`src/rtl/uart_tx.sv`:
```
// -----------------------------------------------------------------------------
// uart_tx: byte-serial 8N1 UART transmitter.
//
// Accepts bytes over a valid/ready handshake, queues them and shifts each one
// out on `tx` as a frame: one start bit (0), 8 data bits LSB first, and one
// stop bit (1). Each bit lasts CLKS_PER_BIT clock cycles. Consecutive frames
// are sent with no idle gap while bytes are waiting.
//
// Configuration macro: UART_TX_FIFO_EN
//   defined   -> FIFO_DEPTH-entry transmit FIFO (power of two, >= 2)
//   undefined -> one holding register plus a valid flag; FIFO_DEPTH ignored
//
// Parameters
//   CLKS_PER_BIT  clock cycles per bit period (>= 2); 10417 = 9600 Bd @ 100 MHz
//   FIFO_DEPTH    transmit FIFO entries (only with UART_TX_FIFO_EN)
//
// Ports
//   clk         in   system clock, rising edge
//   rst_n       in   synchronous active-low reset
//   data        in   byte to send, sampled when data_valid && data_ready
//   data_valid  in   producer holds a byte on `data`
//   data_ready  out  block can accept a byte this cycle (combinational)
//   tx          out  serial line, idle high, registered
//   busy        out  frame on the line or any byte buffered (combinational)
// -----------------------------------------------------------------------------
module uart_tx #(
    parameter int unsigned CLKS_PER_BIT = 10417,
    parameter int unsigned FIFO_DEPTH   = 4
) (
    input  logic       clk,
    input  logic       rst_n,
    input  logic [7:0] data,
    input  logic       data_valid,
    output logic       data_ready,
    output logic       tx,
    output logic       busy
);

    localparam int unsigned CNT_W = (CLKS_PER_BIT > 2) ? $clog2(CLKS_PER_BIT) : 1;
    localparam logic [CNT_W-1:0] CNT_LAST = CNT_W'(CLKS_PER_BIT - 1);

    // Elaboration-time parameter sanity checks.
    if (CLKS_PER_BIT < 2) begin : g_bad_clks
        $error("uart_tx: CLKS_PER_BIT must be >= 2");
    end
    if ((FIFO_DEPTH < 2) || ((FIFO_DEPTH & (FIFO_DEPTH - 1)) != 0)) begin : g_bad_depth
        $error("uart_tx: FIFO_DEPTH must be a power of two >= 2");
    end

    typedef enum logic [1:0] {
        S_IDLE,
        S_START,
        S_DATA,
        S_STOP
    } state_e;

    // Queue-side handshake shared by both buffer flavours.
    logic       push;
    logic       pop;
    logic       q_empty;
    logic [7:0] q_head;

    assign push = data_valid && data_ready;

`ifdef UART_TX_FIFO_EN
    // ---------------------------------------------------------------------
    // Transmit FIFO; pointers carry one extra wrap bit to tell full from empty.
    // ---------------------------------------------------------------------
    localparam int unsigned AW = $clog2(FIFO_DEPTH);

    logic [AW:0] wr_ptr_q, wr_ptr_d;
    logic [AW:0] rd_ptr_q, rd_ptr_d;
    logic [7:0]  mem_q [FIFO_DEPTH];
    logic        q_full;

    assign q_full  = (wr_ptr_q[AW-1:0] == rd_ptr_q[AW-1:0]) &&
                     (wr_ptr_q[AW] != rd_ptr_q[AW]);
    assign q_empty = (wr_ptr_q == rd_ptr_q);
    assign q_head  = mem_q[rd_ptr_q[AW-1:0]];

    // A pop on a full FIFO only frees the slot for the following cycle.
    assign data_ready = !q_full && rst_n;

    // Pointer next-state.
    always_comb begin
        wr_ptr_d = wr_ptr_q;
        rd_ptr_d = rd_ptr_q;
        if (push) begin
            wr_ptr_d = wr_ptr_q + (AW+1)'(1);
        end
        if (pop) begin
            rd_ptr_d = rd_ptr_q + (AW+1)'(1);
        end
    end

    // Pointer registers.
    always_ff @(posedge clk) begin
        if (!rst_n) begin
            wr_ptr_q <= '0;
            rd_ptr_q <= '0;
        end else begin
            wr_ptr_q <= wr_ptr_d;
            rd_ptr_q <= rd_ptr_d;
        end
    end

    // Storage; contents are don't-care until written, so no reset.
    always_ff @(posedge clk) begin
        if (push) begin
            mem_q[wr_ptr_q[AW-1:0]] <= data;
        end
    end
`else
    // ---------------------------------------------------------------------
    // Single holding register: at most one byte waits behind the frame.
    // ---------------------------------------------------------------------
    logic [7:0] hold_q, hold_d;
    logic       hold_valid_q, hold_valid_d;

    assign q_empty    = !hold_valid_q;
    assign q_head     = hold_q;
    assign data_ready = !hold_valid_q && rst_n;

    // Push only happens when empty and pop only when full, so they never collide.
    always_comb begin
        hold_d       = hold_q;
        hold_valid_d = hold_valid_q;
        if (pop) begin
            hold_valid_d = 1'b0;
        end
        if (push) begin
            hold_d       = data;
            hold_valid_d = 1'b1;
        end
    end

    // Holding register.
    always_ff @(posedge clk) begin
        if (!rst_n) begin
            hold_q       <= '0;
            hold_valid_q <= 1'b0;
        end else begin
            hold_q       <= hold_d;
            hold_valid_q <= hold_valid_d;
        end
    end
`endif

    // -------------------------------------------------------------------------
    // Frame sequencer.
    // -------------------------------------------------------------------------
    state_e           state_q, state_d;
    logic [CNT_W-1:0] cnt_q, cnt_d;
    logic [2:0]       bit_q, bit_d;
    logic [7:0]       sh_q, sh_d;
    logic             tx_q, tx_d;
    logic             bit_end;

    assign bit_end = (cnt_q == CNT_LAST);

    // Next-state, baud counting and pop requests.
    always_comb begin
        state_d = state_q;
        cnt_d   = cnt_q;
        bit_d   = bit_q;
        sh_d    = sh_q;
        pop     = 1'b0;

        case (state_q)
            S_IDLE: begin
                if (!q_empty) begin
                    pop     = 1'b1;
                    sh_d    = q_head;
                    cnt_d   = '0;
                    bit_d   = '0;
                    state_d = S_START;
                end
            end
            S_START: begin
                if (bit_end) begin
                    cnt_d   = '0;
                    state_d = S_DATA;
                end else begin
                    cnt_d = cnt_q + CNT_W'(1);
                end
            end
            S_DATA: begin
                if (bit_end) begin
                    cnt_d = '0;
                    if (bit_q == 3'd7) begin
                        state_d = S_STOP;
                    end else begin
                        bit_d = bit_q + 3'd1;
                    end
                end else begin
                    cnt_d = cnt_q + CNT_W'(1);
                end
            end
            S_STOP: begin
                if (bit_end) begin
                    cnt_d = '0;
                    // Chain straight into the next start bit when a byte waits.
                    if (!q_empty) begin
                        pop     = 1'b1;
                        sh_d    = q_head;
                        bit_d   = '0;
                        state_d = S_START;
                    end else begin
                        state_d = S_IDLE;
                    end
                end else begin
                    cnt_d = cnt_q + CNT_W'(1);
                end
            end
            default: begin
                state_d = S_IDLE;
            end
        endcase
    end

    // Line level follows the current state one cycle later, giving the
    // accept -> pop -> start-bit latency of two edges.
    always_comb begin
        tx_d = 1'b1;
        case (state_q)
            S_IDLE:  tx_d = 1'b1;
            S_START: tx_d = 1'b0;
            S_DATA:  tx_d = sh_q[bit_q];
            S_STOP:  tx_d = 1'b1;
            default: tx_d = 1'b1;
        endcase
    end

    // Sequencer registers.
    always_ff @(posedge clk) begin
        if (!rst_n) begin
            state_q <= S_IDLE;
            cnt_q   <= '0;
            bit_q   <= '0;
            sh_q    <= '0;
            tx_q    <= 1'b1;
        end else begin
            state_q <= state_d;
            cnt_q   <= cnt_d;
            bit_q   <= bit_d;
            sh_q    <= sh_d;
            tx_q    <= tx_d;
        end
    end

    assign tx   = tx_q;
    assign busy = (state_q != S_IDLE) || !q_empty;

endmodule

```
`config.mk`:
```
export PLATFORM = sky130hd
export DESIGN_NAME = uart_tx
export DESIGN_NICKNAME = d
export VERILOG_FILES = /design/src/rtl/uart_tx.sv
export SDC_FILE = /design/constraint.sdc
export NUM_CORES = 1
export LEC_CHECK = 0
export CORE_ASPECT_RATIO = 1.5
export CORE_MARGIN = 1
export CORE_UTILIZATION = 45
export CTS_CLUSTER_DIAMETER = 30
export CTS_CLUSTER_SIZE = 8
export DETAILED_ROUTE_END_ITERATION = 8
export GPL_TIMING_DRIVEN = 1
export SYNTH_ARGS = -nofsm -noshare
export SYNTH_HDL_FRONTEND = slang
export SYNTH_SLANG_ARGS = --single-unit
```
`constraint.sdc`:
```
create_clock -name clk -period 2.8 [get_ports clk]
set_input_delay 0.28 -clock clk [delete_from_list [all_inputs] [get_ports clk]]
set_output_delay 0.28 -clock clk [all_outputs]
set_load 0.02 [all_outputs]
```
==> results.cfg, run 1 <==
[cts]
clk_latency_ns = 0.29
h-tree-depth = 2
tritoncts = yes
cts_buffers = 5
cts_root_buffer = clkbuf_8
cts_sinks = 37
clockBufferDepth = 2
clk_pin_slew_ns = 0.08

[finish]
finalNetCount = 244
fin_area_um2 = 2200
diodes = 0
drive_above_1_share_pct = 11.1
stdcell_count = 270
syn2layout_area_growth_pct = 14.4

[logic_synthesis]
ys_ff_latch = 37
synth_edf_count = 0
synth_top_area_share_pct = 38.5
ys.flop_type = dfxtp_1
synthArstFlopShare_pct = 0
yosysMostFrequentCell = dfxtp_1
postSynthCellCount = 211
synth_xor_area_share_pct = 3.18
ys_types = 47
syn_nets = 231
ys_warn_count = 0
synth_compound_area_share_pct = 11.3
synth_fa_ha_area_share_pct = 5.85
synth_top_family_by_area = simple AND/OR/NAND/NOR gates
synthTopCellsByArea = dfxtp_1 (38%), mux2i_1 (11%), nand2_1 (6.0%)
syn_area_um2 = 1930
muxShareOfSynthArea_pct = 12.6
synth_largest_area_cell = dfxtp_1
syn_area_per_cell_um2 = 9.13
synth-simple-area-share_pct = 23.7
ys_seq_area_share_pct = 38.5
synthTopCellsByCount = dfxtp_1 (37), nand2_1 (31), mux2i_1 (22)

[critical_path]
criticalPathCategory = reg2out
r2r_setup_slack_ns = 0.64
cp.arrival_ns = 2.14
crit_required_ns = 2.52
cp-end-kind = output port
cp-start-kind = flop
r2r_cells = 7
critPathMaxFanout = 10

[place]
gp_congestion = 0.773
hpwl_mm = 3.04
place_area_um2 = 2090
port_buffers = 13
dp_cells = 262

[route]
dr.pass1.iters = 5
wl_per_cell_um = 15.3
drcViolationCount = 0
initialDrtViolationCount = 58
ant_nets = 0
vias = 1569
drt_wl_total_mm = 4.13
avgViaCountPerCell = 5.81

[timing]
period_needed_ns = 2.42
fin_skew_ns = 0.00588
slew_violations = 0
finalSetupTns_ns = 0
final.period_utilization_pct = 86.5
hold_violations = 0
finalSetupViolations = 0
max_freq_mhz = 413
tightest_slew_ns = 0.409
rsz0062_at_grt = false
max_slew_margin_pct = 72.4

[power]
peakVddDrop_mv = 0.429
power.density_nw_per_um2 = 751
leakagePower_nw = 0.797

[floorplanning]
num_rows = 28
ioPinCount = 14
core_area_um2 = 4030
die_y_um = 82.1
die_w_um = 55.4
die_area_um2 = 4550
initial_core_util_pct = 47.8

[global_routing]
grtUsageMet1_pct = 19.6
met2_usage_pct = 39.5
grt_max_degree = 27
grt_pass1_vias = 1582
grtUsageTotal_pct = 19.9
grt.overflow.total = 0
use_met3_pct = 4.36
grt_pass1_wl_mm = 7.04
busiest_layer = met2
antenna_found_initial = 0

[worst_hold_path]
hold_depth = 2
worstHoldPathType = reg2reg

[run]
cap_violations = 0

[status]
status = completed
==> flip-flops by register name (all words and copies together), names as in the netlist <==
signal and flops:
hold_valid_q 1, tx 1, sh_q 8, hold_q 8, state_q 2, cnt_q 14
bit_q 3
==> placed cells by master (no fill, tap or decap), types with 5 or more instances in the layout <==
cell / n
clkdlybuf4s50_1: 13
nand3_1: 9
ha_1: 9
inv_1: 9
nor3_1: 10
dfxtp_1: 37
nor2_1: 10
nand2_1: 31
o21ai_0: 5
nand4_1: 5
clkbuf_8: 5
mux2i_1: 22
==> metrics by stage <==
stage                     power [mW]  util [%]  hold WS (ns)  setup WS (ns)
after floorplan                 1.04         -         0.427          0.795
after global placement          1.17      51.8         0.442          0.532
after detailed placement        1.20      51.8         0.454          0.430
after CTS                       1.67      54.6         0.466         0.0939
after global routing            1.74      54.7         0.479          0.205
final                           1.66      54.7         0.460          0.379
==> final cells by class <==
type / instances / area (um2)
flip-flops and latches: 37 / 741
inverters: 10 / 38.8
fillers: 360 / 1830
multi-input cells: 153 / 1090
well taps: 45 / 56.3
repair buffers: 17 / 160
clock inverters: 3 / 46.3
clock buffers: 5 / 68.8
==> routing by layer <==
metal | up-vias | part of all wire (%)
met5 | - | 0
met4 | 0 | 1.2
met3 | 4 | 3.2
met2 | 30 | 55
met1 | 762 | 40
li1 | 773 | -
==> critical path, stage by stage (launching register included) <==
cell	delay, ns
dfxtp_1	0.36
inv_1	0.12
ha_1	0.19
nor2b_2	0.39
clkinv_2	0.21
clkdlybuf4s50_1	0.58
==> final timing paths <==
check             start        end
min reg2reg   hold_q[7]    sh_q[7]
min           hold_q[7]    sh_q[7]
max          state_q[0]       busy
max reg2reg  state_q[0]  cnt_q[13]
==> cells by family after synthesis <==
logic type,after synthesis
xor+xnor,7
simple gates,86
mux,23
fa+ha+maj,9
compound gates,28
buf+inv,21
flops,37
==> what timing repair did <==
action                                  in CTS  in global routing
endpoints found under the setup margin       0                  1
hold buffers                                 0                  0
buffers inserted                             0                  0
gates resized for setup                      0                  1
==> where the power goes <==
group          leakage [nW]  switching [mW]  internal, mW  total, mW
Combinational         0.442           0.334         0.235      0.569
Sequential            0.301          0.0451         0.577      0.622
Clock                0.0543           0.198         0.266      0.464
Total                 0.797           0.577          1.08       1.66
Note: power is estimated with default switching activity, not from simulation.
==> inputs of run 2 (changes only) <==
--- a/config.mk
+++ b/config.mk
@@ -5,6 +5,8 @@
 export SDC_FILE = /design/constraint.sdc
 export NUM_CORES = 1
 export LEC_CHECK = 0
+export CELL_PAD_IN_SITES_DETAIL_PLACEMENT = 0
+export CELL_PAD_IN_SITES_GLOBAL_PLACEMENT = 1
 export CORE_ASPECT_RATIO = 1.5
 export CORE_MARGIN = 1
 export CORE_UTILIZATION = 45
@@ -12,6 +14,8 @@
 export CTS_CLUSTER_SIZE = 8
 export DETAILED_ROUTE_END_ITERATION = 8
 export GPL_TIMING_DRIVEN = 1
+export PLACE_DENSITY_LB_ADDON = 0.1
+export SKIP_CTS_REPAIR_TIMING = 1
 export SYNTH_ARGS = -nofsm -noshare
 export SYNTH_HDL_FRONTEND = slang
 export SYNTH_SLANG_ARGS = --single-unit
==> results.cfg, run 2 (synthesis results as in run 1) <==
[cts]
clk_pin_slew_ns = 0.07
clk_latency_ns = 0.29
cts_root_buffer = clkbuf_8
clockBufferDepth = 2
cts_sinks = 37
cts_buffers = 5
tritoncts = yes
h-tree-depth = 2

[place]
gp_congestion = 0.793
dp_cells = 262
port_buffers = 13
hpwl_mm = 2.94

[finish]
largest_reg_flops = 14
final_cell_mix = dfxtp_1 (37), nand2_1 (31), mux2i_1 (22), clkdlybuf4s50_1 (13)
top_register = cnt_q
finalNetCount = 244
syn2layout_area_growth_pct = 12.9
top_regs = cnt_q x14, hold_q x8, sh_q x8
finish.utilization_pct = 54.0
nFillCells = 379
drive_above_1_share_pct = 11.1
stdcell_count = 270
diodes = 0
final_common_cell = dfxtp_1

[power]
peakVddDrop_mv = 0.428
power.density_nw_per_um2 = 716
leakagePower_nw = 0.786

[global_routing]
grt_pass1_wl_mm = 6.80
grt_pass1_vias = 1566
grt.overflow.total = 0
antenna_found_initial = 0
grt_max_degree = 27
grtUsageTotal_pct = 19.4

[critical_path]
cp-startpoint = state_q[0]
r2r-end = cnt_q[13]
crit_required_ns = 2.52
criticalPathCategory = reg2out
r2r_start = state_q[0]
critPathMaxFanout = 10
r2r_cells = 7
r2r_setup_slack_ns = 0.68
cp-start-kind = flop
cp.arrival_ns = 2.13
cp-end-kind = output port
crit_end = busy

[floorplanning]
num_rows = 28
die_y_um = 82.1
die_w_um = 55.4
die_area_um2 = 4550
ioPinCount = 14
core_area_um2 = 4030
initial_core_util_pct = 47.8

[route]
dr.pass1.iters = 5
initialDrtViolationCount = 86
drt-met1-wl_mm = 1.69
ant_nets = 0
topRoutingLayerUsed = met4
wl_per_cell_um = 15.0
wl_met2_mm = 2.14
avgViaCountPerCell = 5.76
drt_wl_total_mm = 4.05
drcViolationCount = 0
met3_length_um = 133
vias = 1556

[timing]
hold_violations = 0
finalSetupTns_ns = 0
tightest_slew_ns = 0.405
rsz0062_at_grt = false
max_freq_mhz = 414
fin_skew_ns = 0.00506
final.period_utilization_pct = 86.2
period_needed_ns = 2.41
max_slew_margin_pct = 72.7
finalSetupViolations = 0
slew_violations = 0

[worst_hold_path]
worstHoldPathType = reg2reg

[run]
cap_violations = 0

[status]
status = completed
[run 2: area by class of cell]
class	instances	area (um2)	share of cell area, %
multi-input cells	153	1090	50.2
flip-flops and latches	37	741	34.1
repair buffers	17	160	7.36
clock buffers	5	68.8	3.16
well taps	45	56.3	2.59
inverters	10	38.8	1.78
clock inverters	3	17.5	0.806
[run 2: metal layers]
metal / GRT usage (%) / up-vias
met3: 3.89 / 6
met5: 0 / -
met4: 10.8 / 0
met1: 19.8 / 736
met2: 37.1 / 42
li1: - / 772
[run 2: report_power, final]
part	switching, mW	internal (mW)	total, mW
combinational	0.337	0.235	0.572
clock	0.193	0.172	0.365
sequential	0.0428	0.577	0.620
[run 2: worst min path at each step]
stage	endpoint	depth (start not counted)	startpoint	slack (ns)
5_1_grt	sh_q[3]	2	sh_q[3]	0.48
6_report	sh_q[5]	2	sh_q[5]	0.46
2_1_floorplan	hold_q[0]	2	data[0]	0.43
3_5_place_dp	sh_q[5]	2	sh_q[5]	0.45
4_1_cts	sh_q[5]	2	sh_q[5]	0.46
3_3_place_gp	sh_q[0]	2	sh_q[0]	0.45
[run 2: through the flow]
stage                     instance area (um2)  total power [mW]  hold slack, ns  worst slack, ns
after floorplan                          1930              1.04           0.427            0.795
after global placement                   2090              1.18           0.447            0.509
after detailed placement                 2090              1.20           0.449            0.447
after CTS                                2170              1.57           0.459            0.125
after global routing                     2170              1.65           0.479            0.244
final                                    2170              1.56           0.458            0.385
[run 2: critical path, stage by stage, from the launching register on]
cell	delay, ns
dfxtp_1	0.36
inv_1	0.13
ha_1	0.18
nor2b_2	0.39
clkinv_2	0.22
clkdlybuf4s50_1	0.58
